<file path="src/rtl/filter_cfg_arbiter.sv">
// rtl/filter_cfg_arbiter.sv - round-robin config-port arbiter with flush sequencer and write spacing
module filter_cfg_arbiter #(
    parameter int KEY_WIDTH  = 32,
    parameter int DATA_WIDTH = 16,
    parameter int TABLES     = 4,
    parameter int TABLE_SIZE = 256,
    parameter int REQUESTERS = 2,
    parameter int MIN_GAP    = 0,
    localparam int TW = $clog2(TABLES),
    localparam int IW = $clog2(TABLE_SIZE)
) (
    input  logic                             CLK,
    input  logic                             RESET,
    input  logic [REQUESTERS-1:0]            REQ_VALID,
    output logic [REQUESTERS-1:0]            REQ_READY,
    input  logic [REQUESTERS*KEY_WIDTH-1:0]  REQ_KEY,
    input  logic [REQUESTERS*DATA_WIDTH-1:0] REQ_DATA,
    input  logic [REQUESTERS-1:0]            REQ_EMPTY,
    input  logic [REQUESTERS*TW-1:0]         REQ_TABLE,
    input  logic [REQUESTERS*IW-1:0]         REQ_ITEM,
    input  logic                             FLUSH_START,
    output logic                             FLUSH_BUSY,
    output logic                             FLUSH_DONE,
    output logic [KEY_WIDTH-1:0]             CONFIG_KEY,
    output logic [DATA_WIDTH-1:0]            CONFIG_DATA,
    output logic                             CONFIG_EMPTY,
    output logic [TW-1:0]                    CONFIG_ADDRESS_TABLE,
    output logic [IW-1:0]                    CONFIG_ADDRESS_ITEM,
    output logic                             CONFIG_WRITE
);

    localparam int RW = (REQUESTERS > 1) ? $clog2(REQUESTERS) : 1;
    localparam int GW = (MIN_GAP > 0) ? $clog2(MIN_GAP + 1) : 1;
    localparam int FW = TW + IW;
    localparam logic [RW-1:0] RR_LAST  = RW'(REQUESTERS - 1);
    localparam logic [GW-1:0] GAP_LOAD = GW'(MIN_GAP);

    typedef enum logic {
        S_IDLE  = 1'b0,
        S_FLUSH = 1'b1
    } state_t;

    state_t                state_q, state_d;
    logic [RW-1:0]         rr_q, rr_d;
    logic [GW-1:0]         gap_q, gap_d;
    logic [FW-1:0]         fcnt_q, fcnt_d;
    logic                  flast_q, flast_d;
    logic                  busy_q, busy_d;
    logic                  done_q, done_d;
    logic [KEY_WIDTH-1:0]  key_q, key_d;
    logic [DATA_WIDTH-1:0] data_q, data_d;
    logic                  empty_q, empty_d;
    logic [TW-1:0]         tbl_q, tbl_d;
    logic [IW-1:0]         item_q, item_d;
    logic                  wr_q, wr_d;

    logic [RW-1:0]         grant_hi, grant_lo, grant;
    logic                  found_hi, found_lo;
    logic                  can_accept;
    logic [KEY_WIDTH-1:0]  sel_key;
    logic [DATA_WIDTH-1:0] sel_data;
    logic                  sel_empty;
    logic [TW-1:0]         sel_tbl;
    logic [IW-1:0]         sel_item;

    // Round-robin: lowest valid index at or above rr, else lowest valid index overall.
    always_comb begin
        grant_hi = '0;
        grant_lo = '0;
        found_hi = 1'b0;
        found_lo = 1'b0;
        for (int i = REQUESTERS - 1; i >= 0; i--) begin
            if (REQ_VALID[i]) begin
                grant_lo = RW'(i);
                found_lo = 1'b1;
                if (RW'(i) >= rr_q) begin
                    grant_hi = RW'(i);
                    found_hi = 1'b1;
                end
            end
        end
        grant      = found_hi ? grant_hi : grant_lo;
        can_accept = RESET && (state_q == S_IDLE) && (gap_q == '0) && !FLUSH_START && found_lo;

        REQ_READY = '0;
        sel_key   = '0;
        sel_data  = '0;
        sel_empty = 1'b0;
        sel_tbl   = '0;
        sel_item  = '0;
        for (int i = 0; i < REQUESTERS; i++) begin
            if (grant == RW'(i)) begin
                REQ_READY[i] = can_accept;
                sel_key      = REQ_KEY[i*KEY_WIDTH +: KEY_WIDTH];
                sel_data     = REQ_DATA[i*DATA_WIDTH +: DATA_WIDTH];
                sel_empty    = REQ_EMPTY[i];
                sel_tbl      = REQ_TABLE[i*TW +: TW];
                sel_item     = REQ_ITEM[i*IW +: IW];
            end
        end
    end

    logic          flush_go;
    logic [FW-1:0] fptr;

    always_comb begin
        state_d  = state_q;
        rr_d     = rr_q;
        gap_d    = (gap_q != '0) ? gap_q - GW'(1) : '0;
        fcnt_d   = fcnt_q;
        flast_d  = flast_q;
        busy_d   = busy_q;
        done_d   = 1'b0;
        key_d    = key_q;
        data_d   = data_q;
        empty_d  = empty_q;
        tbl_d    = tbl_q;
        item_d   = item_q;
        wr_d     = 1'b0;
        flush_go = 1'b0;
        fptr     = fcnt_q;

        case (state_q)
            S_IDLE: begin
                if (FLUSH_START) begin
                    // The first flush write is launched alongside the state change.
                    state_d  = S_FLUSH;
                    busy_d   = 1'b1;
                    fptr     = '0;
                    fcnt_d   = '0;
                    flast_d  = 1'b0;
                    flush_go = (gap_q == '0);
                end else if (can_accept) begin
                    key_d   = sel_key;
                    data_d  = sel_data;
                    empty_d = sel_empty;
                    tbl_d   = sel_tbl;
                    item_d  = sel_item;
                    wr_d    = 1'b1;
                    gap_d   = GAP_LOAD;
                    rr_d    = (grant == RR_LAST) ? '0 : grant + RW'(1);
                end
            end
            S_FLUSH: begin
                if (flast_q) begin
                    state_d = S_IDLE;
                    busy_d  = 1'b0;
                    done_d  = 1'b1;
                    flast_d = 1'b0;
                    fcnt_d  = '0;
                end else begin
                    flush_go = (gap_q == '0);
                end
            end
            default: state_d = S_IDLE;
        endcase

        if (flush_go) begin
            key_d   = '0;
            data_d  = '0;
            empty_d = 1'b1;
            {tbl_d, item_d} = fptr;
            wr_d    = 1'b1;
            gap_d   = GAP_LOAD;
            fcnt_d  = fptr + FW'(1);
            flast_d = &fptr;
        end
    end

    always_ff @(posedge CLK) begin
        if (!RESET) begin
            state_q <= S_IDLE;
            rr_q    <= '0;
            gap_q   <= '0;
            fcnt_q  <= '0;
            flast_q <= 1'b0;
            busy_q  <= 1'b0;
            done_q  <= 1'b0;
            key_q   <= '0;
            data_q  <= '0;
            empty_q <= 1'b0;
            tbl_q   <= '0;
            item_q  <= '0;
            wr_q    <= 1'b0;
        end else begin
            state_q <= state_d;
            rr_q    <= rr_d;
            gap_q   <= gap_d;
            fcnt_q  <= fcnt_d;
            flast_q <= flast_d;
            busy_q  <= busy_d;
            done_q  <= done_d;
            key_q   <= key_d;
            data_q  <= data_d;
            empty_q <= empty_d;
            tbl_q   <= tbl_d;
            item_q  <= item_d;
            wr_q    <= wr_d;
        end
    end

    assign FLUSH_BUSY           = busy_q;
    assign FLUSH_DONE           = done_q;
    assign CONFIG_KEY           = key_q;
    assign CONFIG_DATA          = data_q;
    assign CONFIG_EMPTY         = empty_q;
    assign CONFIG_ADDRESS_TABLE = tbl_q;
    assign CONFIG_ADDRESS_ITEM  = item_q;
    assign CONFIG_WRITE         = wr_q;

endmodule

</file>
<file path="config.mk">
export PLATFORM = sky130hd
export DESIGN_NAME = filter_cfg_arbiter
export DESIGN_NICKNAME = d
export VERILOG_FILES = /design/src/rtl/filter_cfg_arbiter.sv
export SDC_FILE = /design/constraint.sdc
export NUM_CORES = 1
export LEC_CHECK = 0
export CORE_MARGIN = 2
export CORE_UTILIZATION = 36
export DETAILED_ROUTE_END_ITERATION = 10
export PLACE_DENSITY = 0.78
export SYNTH_ARGS = -nofsm -noshare
export SYNTH_HDL_FRONTEND = slang
export SYNTH_SLANG_ARGS = --single-unit
</file>
<file path="constraint.sdc">
create_clock -name CLK -period 2 [get_ports CLK]
set_clock_uncertainty 0.2 [all_clocks]
set_input_delay 0.2 -clock CLK [delete_from_list [all_inputs] [get_ports CLK]]
set_output_delay 0.2 -clock CLK [all_outputs]
set_load 0.03 [all_outputs]
</file>
# --- Yosys cells after proc, flatten, opt, wreduce, memory -nomap -nowiden ---
# Index checks and enable logic that the tools add are counted.
totals:
  memories: 0
  ram_bits: 0
  mem_bits_ro: 0
  register_bits: 76
  output_inout_bits: 64
  latch_bits: 0
classes:
  n_div: 0
  n_addsub: 3
  muxes: 56
  n_bitwise: 4
  eq_ne: 6
  reduce_logical: 12
  n_mul: 0
  order_cmp: 2
  shift: 0
op_table:
  columns: ["cell", "count"]
  rows:
  - ["10-bit two-way mux", 4]
  - ["8-bit two-way mux", 5]
  - ["1-bit two-way mux", 35]
  - ["32-bit two-way mux", 1]
  - ["10-bit case mux with 2 select lines", 1]
  - ["16-bit two-way mux", 1]
  - ["10-bit by 1-bit adder with 10-bit output (second input constant)", 1]
  - ["2-bit two-way mux", 5]
  - ["10-bit AND reduction", 1]
  - ["1-bit case mux with 2 select lines", 4]
  - ["2-bit by 1-bit != test with 1-bit output (second input constant)", 3]
  - ["3-bit AND reduction", 2]
  - ["1-bit logical AND", 4]
  - ["1-bit inverter", 4]
  - ["2-bit AND reduction", 2]
  - ["3-bit by 1-bit != test with 1-bit output (second input constant)", 1]
  - ["3-bit != test (second input constant)", 1]
  - ["1-bit >= comparator (first input constant)", 2]
  - ["2-bit != test (second input constant)", 1]
  - ["2-bit nonzero test", 1]
  - ["2-bit OR reduction", 1]
  - ["1-bit adder (second input constant)", 1]
  - ["1-bit logical NOT", 1]
  - ["1-bit subtractor (second input constant)", 1]

# --- Depth between registers and ports, before layout ---
# Gate-level depths: netlist of run 1.
logic_depth:
  ltp_word: 11
  mapped_depth: 8
  mapped_depth_nobuf: 7

# --- Worst setup path before layout of run 1 ---
# OpenSTA, ideal clock, no wires.
synth_path:
  path_type: "register to register"
  start: "reg state_q"
  end: "reg item_q[5], in the netlist CONFIG_ADDRESS_ITEM[5]"
  setup_ns: 0.062
  arrival_time_ns: 1.823
  synth_period_minus_slack_ns: 2.085
  path_slack_ns: -0.085
  stages_incl_launch_ff: 5
  cell_sequence: "dfxtp_1 > buf_4 > or2_2 > nor3_1 > a221o_1"
synth_between:
  elab_chain_cells: 7
  word_cells_on_any_way: 12
  cone_classes: "eq/ne (2); mux (3); bitwise (1); reduce/logical (6)"
synth_lines:
  columns: ["element", "line_no", "text"]
  rows:
  - ["start, declared", "43", "state_t state_q, state_d;"]
  - ["start signal, assigned", "186", "state_q <= state_d;"]
  - ["1-bit inverter (no line)", null, null]
  - ["1-bit logical AND (4 in series)", "83", "can_accept = RESET && (state_q == S_IDLE) && (gap_q == '0) && !FLUSH_START && found_lo;"]
  - ["2-bit nonzero test (no line)", null, null]
  - ["3-bit AND reduction (no line)", null, null]
  - ["end signal, assigned", "197", "item_q <= item_d;"]
  - ["end, declared", "54", "logic [IW-1:0] item_q, item_d;"]
# Several ways; a longest one is shown, not always the timed one.
# A chain may end at the register's enable or synchronous reset.

# --- Final worst setup path of run 1 ---
layout_path:
  start: "reg state_q"
  end: "out REQ_READY[1]"
layout_between:
  elab_chain_cells: 6
layout_lines:
  columns: ["element", "line_no", "text"]
  rows:
  - ["1-bit inverter (no line)", null, null]
  - ["1-bit logical AND (4 in series)", "83", null]
  - ["1-bit two-way mux", "92", "if (grant == RW'(i)) begin"]
  - ["end, declared", "15", "output logic [REQUESTERS-1:0] REQ_READY,"]
# Every way passes these cells.

==> impl_metrics.py, run 1 <==
metrics = {
    "outcome": {
        "outcome": "finished, final reports clean",
    },
    "global_route": {
        "grt_overflow": 0,
        "track_usage_pct": 19.8,
        "grt_first_pass_wirelength_mm": 16.4,
        "antenna_found_initial": 0,
        "grt_max_degree": 47,
        "first_global_vias": 3531,
    },
    "yosys": {
        "ys_types": 50,
        "synthFlopType": "dfxtp_1",
        "synth_area_leaders": "dfxtp_1 43%, mux2i_1 17%, a211oi_1 11%",
        "synth_edf_count": 0,
        "ys_async_sr_fraction_pct": 0,
        "ys_warn_count": 0,
        "netlist.area_leader.share_pct": 43.1,
        "synth_top_cell_by_area": "dfxtp_1",
        "synth_nets": 495,
        "yosysSeqAreaShare_pct": 43.1,
        "yosys_register_bits": 75,
        "synth_area_um2": 3480,
        "avgSynthCellArea_um2": 9.38,
        "synthCells": 371,
    },
    "detailed_routing": {
        "dr_total_vias": 3533,
        "drt-met1-wl_mm": 4.17,
        "drc": 0,
        "viasPerCell": 5.05,
        "wl_per_cell_um": 15.2,
        "firstDrtPassIters": 4,
        "wl_met2_mm": 5.27,
        "drt_iter0_markers": 77,
        "routed-wl-met3_um": 927,
        "topRoutingLayerUsed": "met4",
        "drt-total-wl_mm": 10.6,
        "antenna_left": 0,
    },
    "clock_tree": {
        "insertion_delay_ns": 0.33,
        "cts_sinks": 75,
        "numCtsBuffers": 9,
        "cts.path.max_buffers": 2,
        "cts_tree": "done",
        "post_cts_buffers": 0,
        "htreeDepth": 3,
        "cts_root_buf": "clkbuf_8",
        "clk_pin_slew_ns": 0.07,
    },
    "floorplan": {
        "die_h_um": 102,
        "die-area_um2": 10500,
        "start_util_pct": 37.3,
        "die_x_um": 102,
        "io_pins": 187,
        "num_rows": 35,
        "core_um2": 9330,
    },
    "setup_path": {
        "startpoint_type": "register",
        "cp_cell_sequence": "buf_4 > or2_2 > nor3_2 > buf_4",
        "slowest_stage": "dfxtp_1",
        "cp.required_ns": 1.60,
        "cp-end-kind": "output port",
        "cpPeakStageDelay_ns": 0.32,
        "critPathKind": "register to output port",
        "crit_top_cell": "buf_4",
        "worstPathArrival_ns": 1.57,
        "cp_max_fo": 12,
    },
    "layout": {
        "antenna_cells": 0,
        "area_growth_pct": 69.8,
        "fill_cells": 802,
        "final_cells": 700,
        "fin_area_um2": 5910,
        "finalNetCount": 690,
        "fin_util_pct": 63.4,
        "most-common-layout-cells": "183 x clkdlybuf4s50_1, 75 x dfxtp_1, 60 x nor2_1, 58 x mux2i_1, 49 x a211oi_1",
        "drive_above_1_share_pct": 10.3,
        "final_common_cell": "clkdlybuf4s50_1",
    },
    "place": {
        "port_buffers": 186,
        "post-place-ws_ns": -0.320,
        "placed_cells": 684,
        "place.gp.congestion": 0.953,
        "placed_cell_area_um2": 5640,
        "hpwl_mm": 8.28,
    },
    "sta": {
        "slew-limit-headroom_pct": 68.8,
        "final-setup-viol-count": 0,
        "whs_ns": 0.246,
        "hold_viol_final": 0,
        "worst_slew_pin_slew_ns": 0.468,
        "finalCritPeriodShare_pct": 98.6,
        "rsz0062_at_grt": "true",
        "finalSetupTns_ns": 0,
        "max_clock_freq_mhz": 507,
        "final.min_clock_period_ns": 1.97,
        "maxSlewViolCount": 0,
        "fin_ws_ns": 0.0284,
    },
    "pwr": {
        "p_leak_nw": 2.33,
        "pwr_density_cell_nw_per_um2": 648,
        "ir_drop_uv": 392,
        "finalPower_mw": 3.83,
    },
    "hold_path": {
        "hold_class": "input pin to register",
    },
    "run": {
        "maxCapViolCount": 0,
    },
}
[cells by family (layout without fill, tap and decap cells)]
family	Yosys count	in the layout	share of synthesized area [%]
and+or+nand+nor	109	109	14.9
AOI/OAI and AO/OA	94	94	19.3
DFF	75	75	43.1
muxes	58	58	16.7
buffers and inverters	32	232	5.14
xor gates and xnor gates	2	2	0.503
adders and majority gates	1	1	0.359
[path summary, 6_finish.rpt]
check                             to              startpoint  cells past startpoint  slack, ns
min          CONFIG_ADDRESS_TABLE[0]            REQ_TABLE[0]                      3       0.25
min reg2reg   CONFIG_ADDRESS_ITEM[4]  CONFIG_ADDRESS_ITEM[4]                      2       0.30
max                     REQ_READY[1]                 state_q                      4       0.03
max reg2reg                fcnt_q[8]                 state_q                      7       0.12
[layout make-up]
cell class	instances	area, um^2	share of cell area, %
timing repair buffer	213	2120	36.0
clock buffer	12	145	2.46
sequential	75	1500	25.4
inverter	3	11.3	0.191
tap	129	161	2.73
clock inverter	4	97.6	1.65
multi-input combinational	264	1870	31.6
[where the power goes]
part	switching, mW	internal, mW	total (mW)
sequential	0.0317	1.55	1.58
clock	0.535	0.865	1.40
combinational	0.385	0.465	0.850
total	0.952	2.88	3.83
[layer usage]
| layer | global-route usage [%] | vias to the layer above |
|---|---|---|
| li1 | - | 1761 |
| met1 | 22.4 | 1593 |
| met2 | 34.4 | 157 |
| met3 | 5.34 | 22 |
| met4 | 9.95 | 0 |
| met5 | 0 | - |
[synthesized netlist by cell type, types with 2 or more instances]
master / count
and2_1: 5
or4_1: 2
mux2i_1: 58
nand3_1: 7
buf_2: 14
a22oi_1: 6
a21oi_1: 9
nor2_1: 60
nor2b_1: 2
nand2_1: 11
clkbuf_1: 5
a31oi_1: 5
buf_4: 7
nand4_1: 3
inv_1: 3
o21ai_0: 9
nor3_1: 6
a21o_1: 2
dfxtp_1: 75
nor4_1: 2
buf_6: 2
nand2b_1: 2
a211oi_1: 49
[registers in the layout, indices dropped and copies added (netlist names)]
name / flops
fcnt_q: 10
state_q: 1
CONFIG_ADDRESS_TABLE: 2
FLUSH_DONE: 1
CONFIG_KEY: 32
flast_q: 1
CONFIG_EMPTY: 1
CONFIG_DATA: 16
rr_q: 1
FLUSH_BUSY: 1
CONFIG_WRITE: 1
CONFIG_ADDRESS_ITEM: 8
[timing repair]
item	CTS	global route
gates resized for setup	0	7
setup endpoints to repair	0	5
hold buffers	0	0
hold endpoints to repair	0	0
[worst max-delay path: cells and delay by family (launching register included)]
family,cells,cell delay (ns)
and+or+nand+nor,2,0.53
buffers and inverters,2,0.40
DFF,1,0.32
Power figures use the tool's default switching activity.
==> run 2: changes to the inputs <==
- SETUP_SLACK_MARGIN: unset -> 0.5
==> run 2 against run 1 <==
  * The flow now finishes with violations (negative setup slack)
  * Combinational power up 36%
  * Hold slack worse by 0.10 ns
  * Cell count up 7.3%
  * Power up 4.6%
  * Critical endpoint is now CONFIG_ADDRESS_ITEM[4]
  * Largest power group unchanged
==> impl_metrics.py, run 2 (synthesis results as in run 1) <==
metrics = {
    "sta": {
        "finalSetupTns_ns": -0.0179,
        "maxSlewViolCount": 0,
        "worst_slew_pin_slew_ns": 0.438,
        "final.min_clock_period_ns": 2.02,
        "max_clock_freq_mhz": 496,
        "rsz0062_at_grt": "true",
        "final-setup-viol-count": 1,
        "hold_viol_final": 0,
        "slew-limit-headroom_pct": 70.5,
        "finalCritPeriodShare_pct": 101,
        "fin_ws_ns": -0.0179,
    },
    "setup_path": {
        "cp-end-kind": "register",
        "setup.worst_path.start": "state_q",
        "cp_max_fo": 6,
        "regToRegEndpoint": "CONFIG_ADDRESS_ITEM[4]",
        "critPathKind": "register to register",
        "worstPathArrival_ns": 2.08,
        "cp.required_ns": 2.06,
        "r2r_slack_ns": -0.02,
        "reg2reg_depth": 10,
        "reg2reg_from": "state_q",
        "startpoint_type": "register",
    },
    "floorplan": {
        "core_um2": 9330,
        "die-area_um2": 10500,
        "die_h_um": 102,
        "io_pins": 187,
        "start_util_pct": 37.3,
        "die_x_um": 102,
        "num_rows": 35,
    },
    "pwr": {
        "switching_share_pct": 28.4,
        "pwr_density_cell_nw_per_um2": 572,
        "p_leak_nw": 2.90,
        "finalPower_mw": 4.00,
        "switching_power_mw": 1.14,
        "p_int_mw": 2.87,
        "power.share.combinational_pct": 28.9,
        "clkPwrFrac_pct": 31.3,
        "ir_drop_uv": 464,
        "seqPwrFrac_pct": 39.7,
    },
    "layout": {
        "seqCellArea_um2": 1510,
        "multi_input_area_um2": 2430,
        "finalNetCount": 742,
        "final_common_cell": "clkdlybuf4s50_1",
        "area_growth_pct": 101,
        "drive_above_1_share_pct": 39.5,
        "antenna_cells": 0,
        "most-common-layout-cells": "119 x clkdlybuf4s50_1, 73 x dfxtp_1, 57 x mux2i_1, 47 x a211oi_2, 38 x clkbuf_2",
        "fill_cells": 682,
        "largest_register_ffs": 32,
        "final_cells": 751,
        "fin_util_pct": 75.1,
    },
    "detailed_routing": {
        "wl_per_cell_um": 17.7,
        "drc": 0,
        "drt-total-wl_mm": 13.3,
        "antenna_left": 0,
        "drt_iter0_markers": 124,
        "viasPerCell": 5.24,
        "dr_total_vias": 3937,
        "firstDrtPassIters": 4,
    },
    "global_route": {
        "track_usage_pct": 22.7,
        "antenna_found_initial": 0,
        "grt_max_degree": 31,
        "grt_first_pass_wirelength_mm": 18.4,
        "first_global_vias": 3780,
        "grt_overflow": 0,
    },
    "place": {
        "placed_cells": 691,
        "hpwl_mm": 8.25,
        "port_buffers": 186,
        "post-place-ws_ns": -0.163,
        "place.gp.congestion": 0.895,
    },
    "clock_tree": {
        "clk_pin_slew_ns": 0.08,
        "cts_tree": "done",
        "htreeDepth": 3,
        "cts.path.max_buffers": 2,
        "cts_sinks": 75,
        "numCtsBuffers": 9,
        "cts_root_buf": "clkbuf_8",
        "hold_buffers": 0,
        "insertion_delay_ns": 0.34,
    },
    "run": {
        "maxCapViolCount": 0,
    },
    "outcome": {
        "outcome": "finished with violations",
        "violations": "negative setup slack",
    },
    "hold_path": {
        "whs_path_depth": 4,
        "hold_class": "input pin to register",
        "min_to": "CONFIG_EMPTY",
        "min_from": "RESET",
    },
}
-- run 2: cell types whose count changed in the layout (fill, tap and decap cells not counted), sizes merged --
cell | before | now
bufinv | 3 | 2
o21a | 1 | 2
clkinv | 0 | 3
clkdlybuf4s15 | 0 | 19
bufbuf | 0 | 2
clkdlybuf4s50 | 183 | 119
clkbuf | 12 | 51
inv | 3 | 2
dlygate4sd2 | 0 | 7
buf | 29 | 75
-- run 2: worst max path at each step --
stage / endpoint / slack [ns] / depth (start not counted)
after floorplan: fcnt_q[6] / 0.19 / 8
after global placement: fcnt_q[6] / -0.12 / 8
after detailed placement: fcnt_q[6] / -0.16 / 8
after CTS: REQ_READY[0] / 0.04 / 6
after global routing: CONFIG_ADDRESS_ITEM[4] / -0.1 / 10
final: CONFIG_ADDRESS_ITEM[4] / -0.02 / 10
-- run 2: area by class of cell --
class / instances / area share (%)
clock buffers: 10 / 1.82
clock inverters: 5 / 1.13
inverters: 3 / 0.214
multi-input cells: 265 / 34.6
flip-flops and latches: 75 / 21.5
well taps: 129 / 2.30
repair buffers: 264 / 38.4
-- run 2: metrics by stage --
step | instance area [um^2] | hold slack, ns
after floorplan | 3550 | 0.131
after global placement | 5740 | 0.266
after detailed placement | 5740 | 0.272
after CTS | 6410 | 0.221
after global routing | 7010 | 0.135
final | 7010 | 0.146
-- run 2: power by group through the flow --
stage	registers, mW	clock network [mW]	logic [mW]
4_1_cts	1.58	1.27	0.989
2_1_floorplan	1.70	0	0.323
3_5_place_dp	1.61	0	0.869
6_report	1.59	1.25	1.16
3_3_place_gp	1.61	0	0.850
5_1_grt	1.60	1.34	1.22
-- run 2: layer usage --
layer | GRT usage [%] | vias to the layer above | part of all wire (%)
li1 | - | 1864 | -
met1 | 25.7 | 1904 | 38
met2 | 41.6 | 146 | 54
met3 | 5.34 | 23 | 5.6
met4 | 7.79 | 0 | 2.1
met5 | 0 | - | 0
-- run 2: worst max-delay path: stages, from the launching register on --
cell and delay [ns]:
dfxtp_4 0.38, buf_6 0.13, nor3b_4 0.21, buf_4 0.15, buf_6 0.09, o21a_4 0.21, buf_12 0.13, buf_8 0.10
buf_16 0.11, nand3_2 0.06, a31oi_1 0.17
-- run 2: repair_timing --
item / in CTS / in global routing
gates cloned: 8 / 3
buffers inserted: 17 / 17
endpoints found under the setup margin: 134 / 124
pin swaps: 17 / 63
endpoints found under the hold margin: 0 / 0
gates resized for setup: 131 / 196
